[src/rtl/vram_painter.sv]
// Pixel write engine for the scan-out canvas VRAM: rasterises point, filled
// rectangle and clear commands into one 12-bit pixel write per pclk.
module vram_painter #(
    parameter int DW    = 15,
    parameter int H_LEN = 200,
    parameter int V_LEN = 150,
    parameter int CW    = 8
) (
    input  logic          pclk,
    input  logic          rstn,
    input  logic          cmd_valid,
    output logic          cmd_ready,
    input  logic [1:0]    cmd_op,
    input  logic [CW-1:0] cmd_x0,
    input  logic [CW-1:0] cmd_y0,
    input  logic [CW-1:0] cmd_x1,
    input  logic [CW-1:0] cmd_y1,
    input  logic [11:0]   cmd_color,
    output logic          we,
    output logic [DW-1:0] waddr,
    output logic [11:0]   wdata,
    output logic          busy,
    output logic          done
);

    localparam logic [CW-1:0] X_MAX = CW'(H_LEN - 1);
    localparam logic [CW-1:0] Y_MAX = CW'(V_LEN - 1);

    typedef enum logic [1:0] {IDLE, DRAW, EMPTY} state_t;

    state_t        state;
    logic [CW-1:0] bx0, bx1, by1, cx, cy;

    logic [CW-1:0] lo_x, lo_y, hi_x, hi_y;
    logic          cmd_empty, first_last;
    logic [DW-1:0] start_addr;
    logic [CW-1:0] nx, ny;
    logic          next_last;

    assign cmd_ready = (state == IDLE);

    // Resolve the command into clipped inclusive bounds before it is latched.
    always_comb begin
        lo_x = cmd_x0;
        lo_y = cmd_y0;
        hi_x = cmd_x1;
        hi_y = cmd_y1;
        case (cmd_op)
            2'b00: begin
                hi_x = cmd_x0;
                hi_y = cmd_y0;
            end
            2'b10: begin
                lo_x = '0;
                lo_y = '0;
                hi_x = X_MAX;
                hi_y = Y_MAX;
            end
            default: ;
        endcase
        if (hi_x > X_MAX) hi_x = X_MAX;
        if (hi_y > Y_MAX) hi_y = Y_MAX;
        cmd_empty  = (cmd_op == 2'b11) || (lo_x > X_MAX) || (lo_y > Y_MAX)
                     || (lo_x > hi_x) || (lo_y > hi_y);
        first_last = (lo_x == hi_x) && (lo_y == hi_y);
        start_addr = DW'(lo_y) * DW'(H_LEN) + DW'(lo_x);
    end

    always_comb begin
        nx = cx + CW'(1);
        ny = cy;
        if (cx == bx1) begin
            nx = bx0;
            ny = cy + CW'(1);
        end
        next_last = (nx == bx1) && (ny == by1);
    end

    // done doubles as the "pixel on the bus is the last one" flag while drawing.
    always_ff @(posedge pclk or negedge rstn) begin
        if (!rstn) begin
            state <= IDLE;
            we    <= 1'b0;
            waddr <= '0;
            wdata <= '0;
            busy  <= 1'b0;
            done  <= 1'b0;
            bx0   <= '0;
            bx1   <= '0;
            by1   <= '0;
            cx    <= '0;
            cy    <= '0;
        end else begin
            case (state)
                IDLE: begin
                    we   <= 1'b0;
                    done <= 1'b0;
                    if (cmd_valid) begin
                        busy <= 1'b1;
                        if (cmd_empty) begin
                            state <= EMPTY;
                            done  <= 1'b1;
                        end else begin
                            state <= DRAW;
                            we    <= 1'b1;
                            waddr <= start_addr;
                            wdata <= cmd_color;
                            done  <= first_last;
                            bx0   <= lo_x;
                            bx1   <= hi_x;
                            by1   <= hi_y;
                            cx    <= lo_x;
                            cy    <= lo_y;
                        end
                    end
                end
                DRAW: begin
                    if (done) begin
                        state <= IDLE;
                        we    <= 1'b0;
                        done  <= 1'b0;
                        busy  <= 1'b0;
                    end else begin
                        we   <= 1'b1;
                        done <= next_last;
                        cx   <= nx;
                        cy   <= ny;
                        // Row wrap jumps from (x1,y) to (x0,y+1) without a multiply.
                        if (cx == bx1)
                            waddr <= waddr + DW'(H_LEN) - DW'(bx1) + DW'(bx0);
                        else
                            waddr <= waddr + DW'(1);
                    end
                end
                EMPTY: begin
                    state <= IDLE;
                    done  <= 1'b0;
                    busy  <= 1'b0;
                end
                default: begin
                    state <= IDLE;
                    we    <= 1'b0;
                    done  <= 1'b0;
                    busy  <= 1'b0;
                end
            endcase
        end
    end

endmodule

[config.mk]
export PLATFORM = sky130hd
export DESIGN_NAME = vram_painter
export DESIGN_NICKNAME = d
export VERILOG_FILES = /design/src/rtl/vram_painter.sv
export SDC_FILE = /design/constraint.sdc
export NUM_CORES = 1
export LEC_CHECK = 0
export CAP_MARGIN = 10
export CELL_PAD_IN_SITES_DETAIL_PLACEMENT = 2
export CELL_PAD_IN_SITES_GLOBAL_PLACEMENT = 2
export CORE_MARGIN = 2
export CORE_UTILIZATION = 38
export CTS_BUF_LIST = sky130_fd_sc_hd__clkbuf_16
export DETAILED_ROUTE_END_ITERATION = 6
export HOLD_SLACK_MARGIN = 0.03
export PLACE_DENSITY_LB_ADDON = 0.1
export SKIP_LAST_GASP = 1
export SYNTH_ARGS = -nofsm -noshare
export SYNTH_HDL_FRONTEND = slang
export SYNTH_SLANG_ARGS = --single-unit
[constraint.sdc]
create_clock -name pclk -period 9.3 [get_ports pclk]
set_input_delay 0.93 -clock pclk [delete_from_list [all_inputs] [get_ports pclk]]
set_output_delay 0.93 -clock pclk [all_outputs]
set_load 0.02 [all_outputs]
==> summary by stage <==
Outcome
The flow ran to the end, and the final reports show no timing, DRC or antenna violations.

Final layout
0 antenna diodes ended up in the layout. The post-layout net count is 1039. The fraction of layout cells with a size suffix above 1 is 0.0950. The total of fill cells in the finished design is 2023. The register area is 0.00180 mm^2. Relative to the synthesized area, the layout overhead comes to 18.0%. In the final layout, the multi-input gates occupy 0.00497 mm^2. The final design area excluding fillers is 0.00848 mm^2. At the end of the flow the core is filled with cells to 0.455.

Yosys
In this run, synthesis produced a sequential element count of 72. The fraction of synthesis flops using an asynchronous set or reset pin is 1.00. The library cell with the highest instance count after synthesis is sky130_fd_sc_hd__ha_1.

Counting instances in the post-synthesis netlist gives the leading cell types as 88 x sky130_fd_sc_hd__ha_1, 72 x sky130_fd_sc_hd__dfrtp_1, 72 x sky130_fd_sc_hd__inv_1, 71 x sky130_fd_sc_hd__nand2_1, 59 x sky130_fd_sc_hd__o21ai_0. The cell area after synthesis is 0.00718 mm^2. The netlist uses 78 different library cells. The leading register cell type out of synthesis is sky130_fd_sc_hd__dfrtp_1. The share of synthesized area in the top cell type comes to 0.251. The count of warnings emitted by yosys is 0.

Synthesis produced a netlist with a net count of 975. The count of flip-flops with a built-in enable after synthesis is 0. Synthesis produced a netlist whose cell count is 826.

The library cell occupying the most area in the post-synthesis netlist is sky130_fd_sc_hd__dfrtp_1. The portion of the post-synthesis area used by sequential elements is 0.251. The synthesized area divided by synthesized cell count is 8.70 um^2. Sorting the synthesized cells by area gives the leading types as sky130_fd_sc_hd__dfrtp_1 25%, sky130_fd_sc_hd__ha_1 15%, sky130_fd_sc_hd__mux2_2 5.5%.

STA
At the pin with the least slew margin, the transition time is 0.995 ns. After layout, the worst setup slack is 3.47 ns. The total count of hold-check failures in the final report is 0. Setup violations remaining at the end of the flow were counted as 0. Setup repair after global routing left no endpoint under its margin. The worst path in the final design needs a cycle of 5.83 ns, including I/O delays and setup. Hold timing on the final database bottoms out at a slack of 0.509 ns. Setup total negative slack on the finished layout was measured at 0 ns. The worst slew margin relative to its limit is 0.337. Dividing the final minimum period by the clock period gives 0.627. The number of pins with negative max-slew slack in the final report is 0. Between clock sinks in the finished design, the worst skew comes to 0.00765 ns. The maximum operating frequency is 0.172 GHz.

Drt
The aggregate routed wire length is 26.6 mm. The vias per cell is 5.91. The number of routed nets with antenna violations is 0. The number of detailed-route iterations in the first pass is 5. Detailed routing inserted a total of 6675 vias.

The remaining routing DRC violations is 0. The detailed-route wire length per cell is 23.5 um. After the first detailed-routing iteration, the DRC count stood at 285.

Pwr
The proportion of power drawn by combinational gates is 0.682. The switching component of the power is 0.00172 W. The clock group share of total power is 0.111. The leakage power of the design is 3.80 nW. The sequential share of power is 0.207.

In this run the power density over the cells is 398 mW/mm^2. Across the VDD grid, the largest voltage drop is 0.137 mV. Internal power comes to 0.00165 W. The switching share of power is 0.510.

Clock tree
The number of buffers inserted for hold repair after clock tree synthesis is 0. The CTS tree is done. The clock tree synthesis step divided the H-tree into 3 levels. The number of buffers created by CTS is 9. The setup fix buffers added after clock tree synthesis is 0.

The root buffer cell is sky130_fd_sc_hd__clkbuf_16. Clock tree synthesis found a total of 72 sinks. The clock transition at the registers of the reported paths is 0.06 ns.

For the worst-skew pair, the clock arrives at the later sink with an insertion delay of 0.36 ns. The number of buffers on the longest clock path is 2. Once the clock tree was built, the resizer swapped 0 gates to a different size.

GRT
The via count of the first global-routing pass is 7417. The pin count of the biggest net entering global routing is 73. The wire length of the first global-routing pass is 41.9 mm. The total global routing overflow is 0.

For this run, the total global-route usage over all layers was measured as 0.272. The number of antenna violations at the first check in global routing came to 0.

Min path
Along the worst hold path, the cell count comes to 1. The start point of the worst hold path is wdata[9]. The path class of the tightest hold or removal check is reg2reg.

Worst setup path
The critical path is of the in2reg type. STA classifies the critical path endpoint as a register. STA classifies the critical path startpoint as a primary input. In this run the worst setup path begins at cmd_op[0]. The cell with the largest stage delay on the worst path is sky130_fd_sc_hd__clkdlybuf4s50_1. In this design, the stage delay of the slowest critical-path cell is 0.82 ns.

The most prevalent standard cell on the critical path is sky130_fd_sc_hd__ha_1. The signal on the critical path passes through clkdlybuf4s50_1 > nand2b_1 > nand2_1 > inv_1 > ha_1 > ha_1 > ha_1 > inv_1 > fa_1 > xnor2_1 > nor4b_1 > nand3_1 > nor3b_1 > xnor3_1 > o221ai_1. Data on the critical path is required at its endpoint by 9.56 ns. The worst register-to-register path begins at waddr[1]. The depth of the worst register-to-register path is 13.

The arrival time at the worst endpoint is 6.08 ns. The maximum fanout encountered on the critical timing path is 18.

Run
Max-cap violations in this run came to 0.

Die
The vertical die dimension is 141 um. The top-level I/O count is 80. For this configuration, the core starts out at a cell density of 0.385. Row generation in the floorplan step produced 50 rows. The die is 141 um wide. The area of the core is 0.0186 mm^2. The total die area is 0.0200 mm^2.

Placement
The count of buffers inserted at the top-level ports is 79. The worst slack at placement is 3.07 ns. The standard cell area after detailed placement is 0.00817 mm^2. The post-detailed-placement half-perimeter wirelength is 20.8 mm. At the end of routability-driven placement, the weighted congestion stood at 0.863.
==> worst max-delay path, delay by kind of cell <==
family          cells  cell delay, ns
simple gates        5            1.73
fa+ha+maj           4            1.38
buf+inv             3            1.14
xor+xnor            2            0.72
compound gates      1            0.19
==> state kept, by name, indices dropped and copies added (netlist names) <==
name   count
wdata     12
busy       1
state      2
bx1        8
done       1
cx         8
by1        8
waddr     15
cy         8
bx0        8
we         1
==> metrics by stage <==
step           total power (W)  cells
2_1_floorplan          0.00223    826
3_3_place_gp           0.00287   1113
3_5_place_dp           0.00300   1113
4_1_cts                0.00341   1129
5_1_grt                0.00368   1129
6_report               0.00338   1129
==> power groups by stage <==
stage,registers (W),clock network [W],logic (W)
2_1_floorplan,0.000682,0,0.00155
3_3_place_gp,0.000682,0,0.00219
3_5_place_dp,0.000699,0,0.00230
4_1_cts,0.000696,0.000380,0.00233
5_1_grt,0.000724,0.000393,0.00256
6_report,0.000700,0.000375,0.00230
==> cell type report <==
class / count / area share
clock inverters: 7 / 0.00974
well taps: 234 / 0.0345
clock buffers: 9 / 0.0266
inverters: 74 / 0.0331
repair buffers: 84 / 0.0974
flip-flops and latches: 72 / 0.213
multi-input cells: 649 / 0.586
==> placed cells by master (no fill, tap or decap), types with 4 or more instances in the layout <==
cell                               n
sky130_fd_sc_hd__ha_1             88
sky130_fd_sc_hd__clkdlybuf4s50_1  78
sky130_fd_sc_hd__inv_1            72
sky130_fd_sc_hd__dfrtp_1          72
sky130_fd_sc_hd__nand2_1          71
sky130_fd_sc_hd__o21ai_0          59
sky130_fd_sc_hd__nor2_1           45
sky130_fd_sc_hd__xnor2_1          38
sky130_fd_sc_hd__a21oi_1          35
sky130_fd_sc_hd__mux2_2           35
sky130_fd_sc_hd__nand3_1          23
sky130_fd_sc_hd__nor3_1           21
sky130_fd_sc_hd__and2_1           14
sky130_fd_sc_hd__o22ai_1          14
sky130_fd_sc_hd__xor2_1           13
sky130_fd_sc_hd__a31oi_1          12
sky130_fd_sc_hd__nand4_1          12
sky130_fd_sc_hd__fa_1             12
sky130_fd_sc_hd__a22oi_1          11
sky130_fd_sc_hd__a211oi_1         11
sky130_fd_sc_hd__nand2b_1         10
sky130_fd_sc_hd__and3_1            9
sky130_fd_sc_hd__clkbuf_16         9
sky130_fd_sc_hd__o211ai_1          8
sky130_fd_sc_hd__a21o_1            8
sky130_fd_sc_hd__a22o_1            7
sky130_fd_sc_hd__o31ai_1           6
sky130_fd_sc_hd__buf_4             6
sky130_fd_sc_hd__o21bai_1          5
sky130_fd_sc_hd__xnor2_2           5
sky130_fd_sc_hd__and4_1            5
sky130_fd_sc_hd__mux2i_1           5
sky130_fd_sc_hd__or2_2             4
sky130_fd_sc_hd__nor2b_1           4
==> cells by family after synthesis <==
kind of cell | share of synthesized area
adders and majority gates | 0.187
muxes | 0.0634
AOI/OAI and AO/OA | 0.191
xor gates and xnor gates | 0.0766
and+or+nand+nor | 0.174
DFF | 0.251
buffers and inverters | 0.0577
==> path summary, 6_finish.rpt <==
| check | end | slack [ns] |
|---|---|---|
| max in group asynchronous | cy[6] | 7.92 |
| worst max-delay path | waddr[14] | 3.47 |
| worst max register to register | waddr[13] | 5.41 |
| worst min-delay path | wdata[9] | 0.51 |
| min in group asynchronous | waddr[3] | 0.74 |
| worst min register to register | wdata[9] | 0.51 |
==> layer usage <==
layer / wire (um) / global-route usage / vias to the layer above
met5: 0 / 0 / -
met4: 617 / 0.0789 / 0
met3: 951 / 0.0354 / 36
met2: 13300 / 0.480 / 142
met1: 11700 / 0.349 / 3391
li1: - / - / 3106
Note: power is estimated with default switching activity, not from simulation.
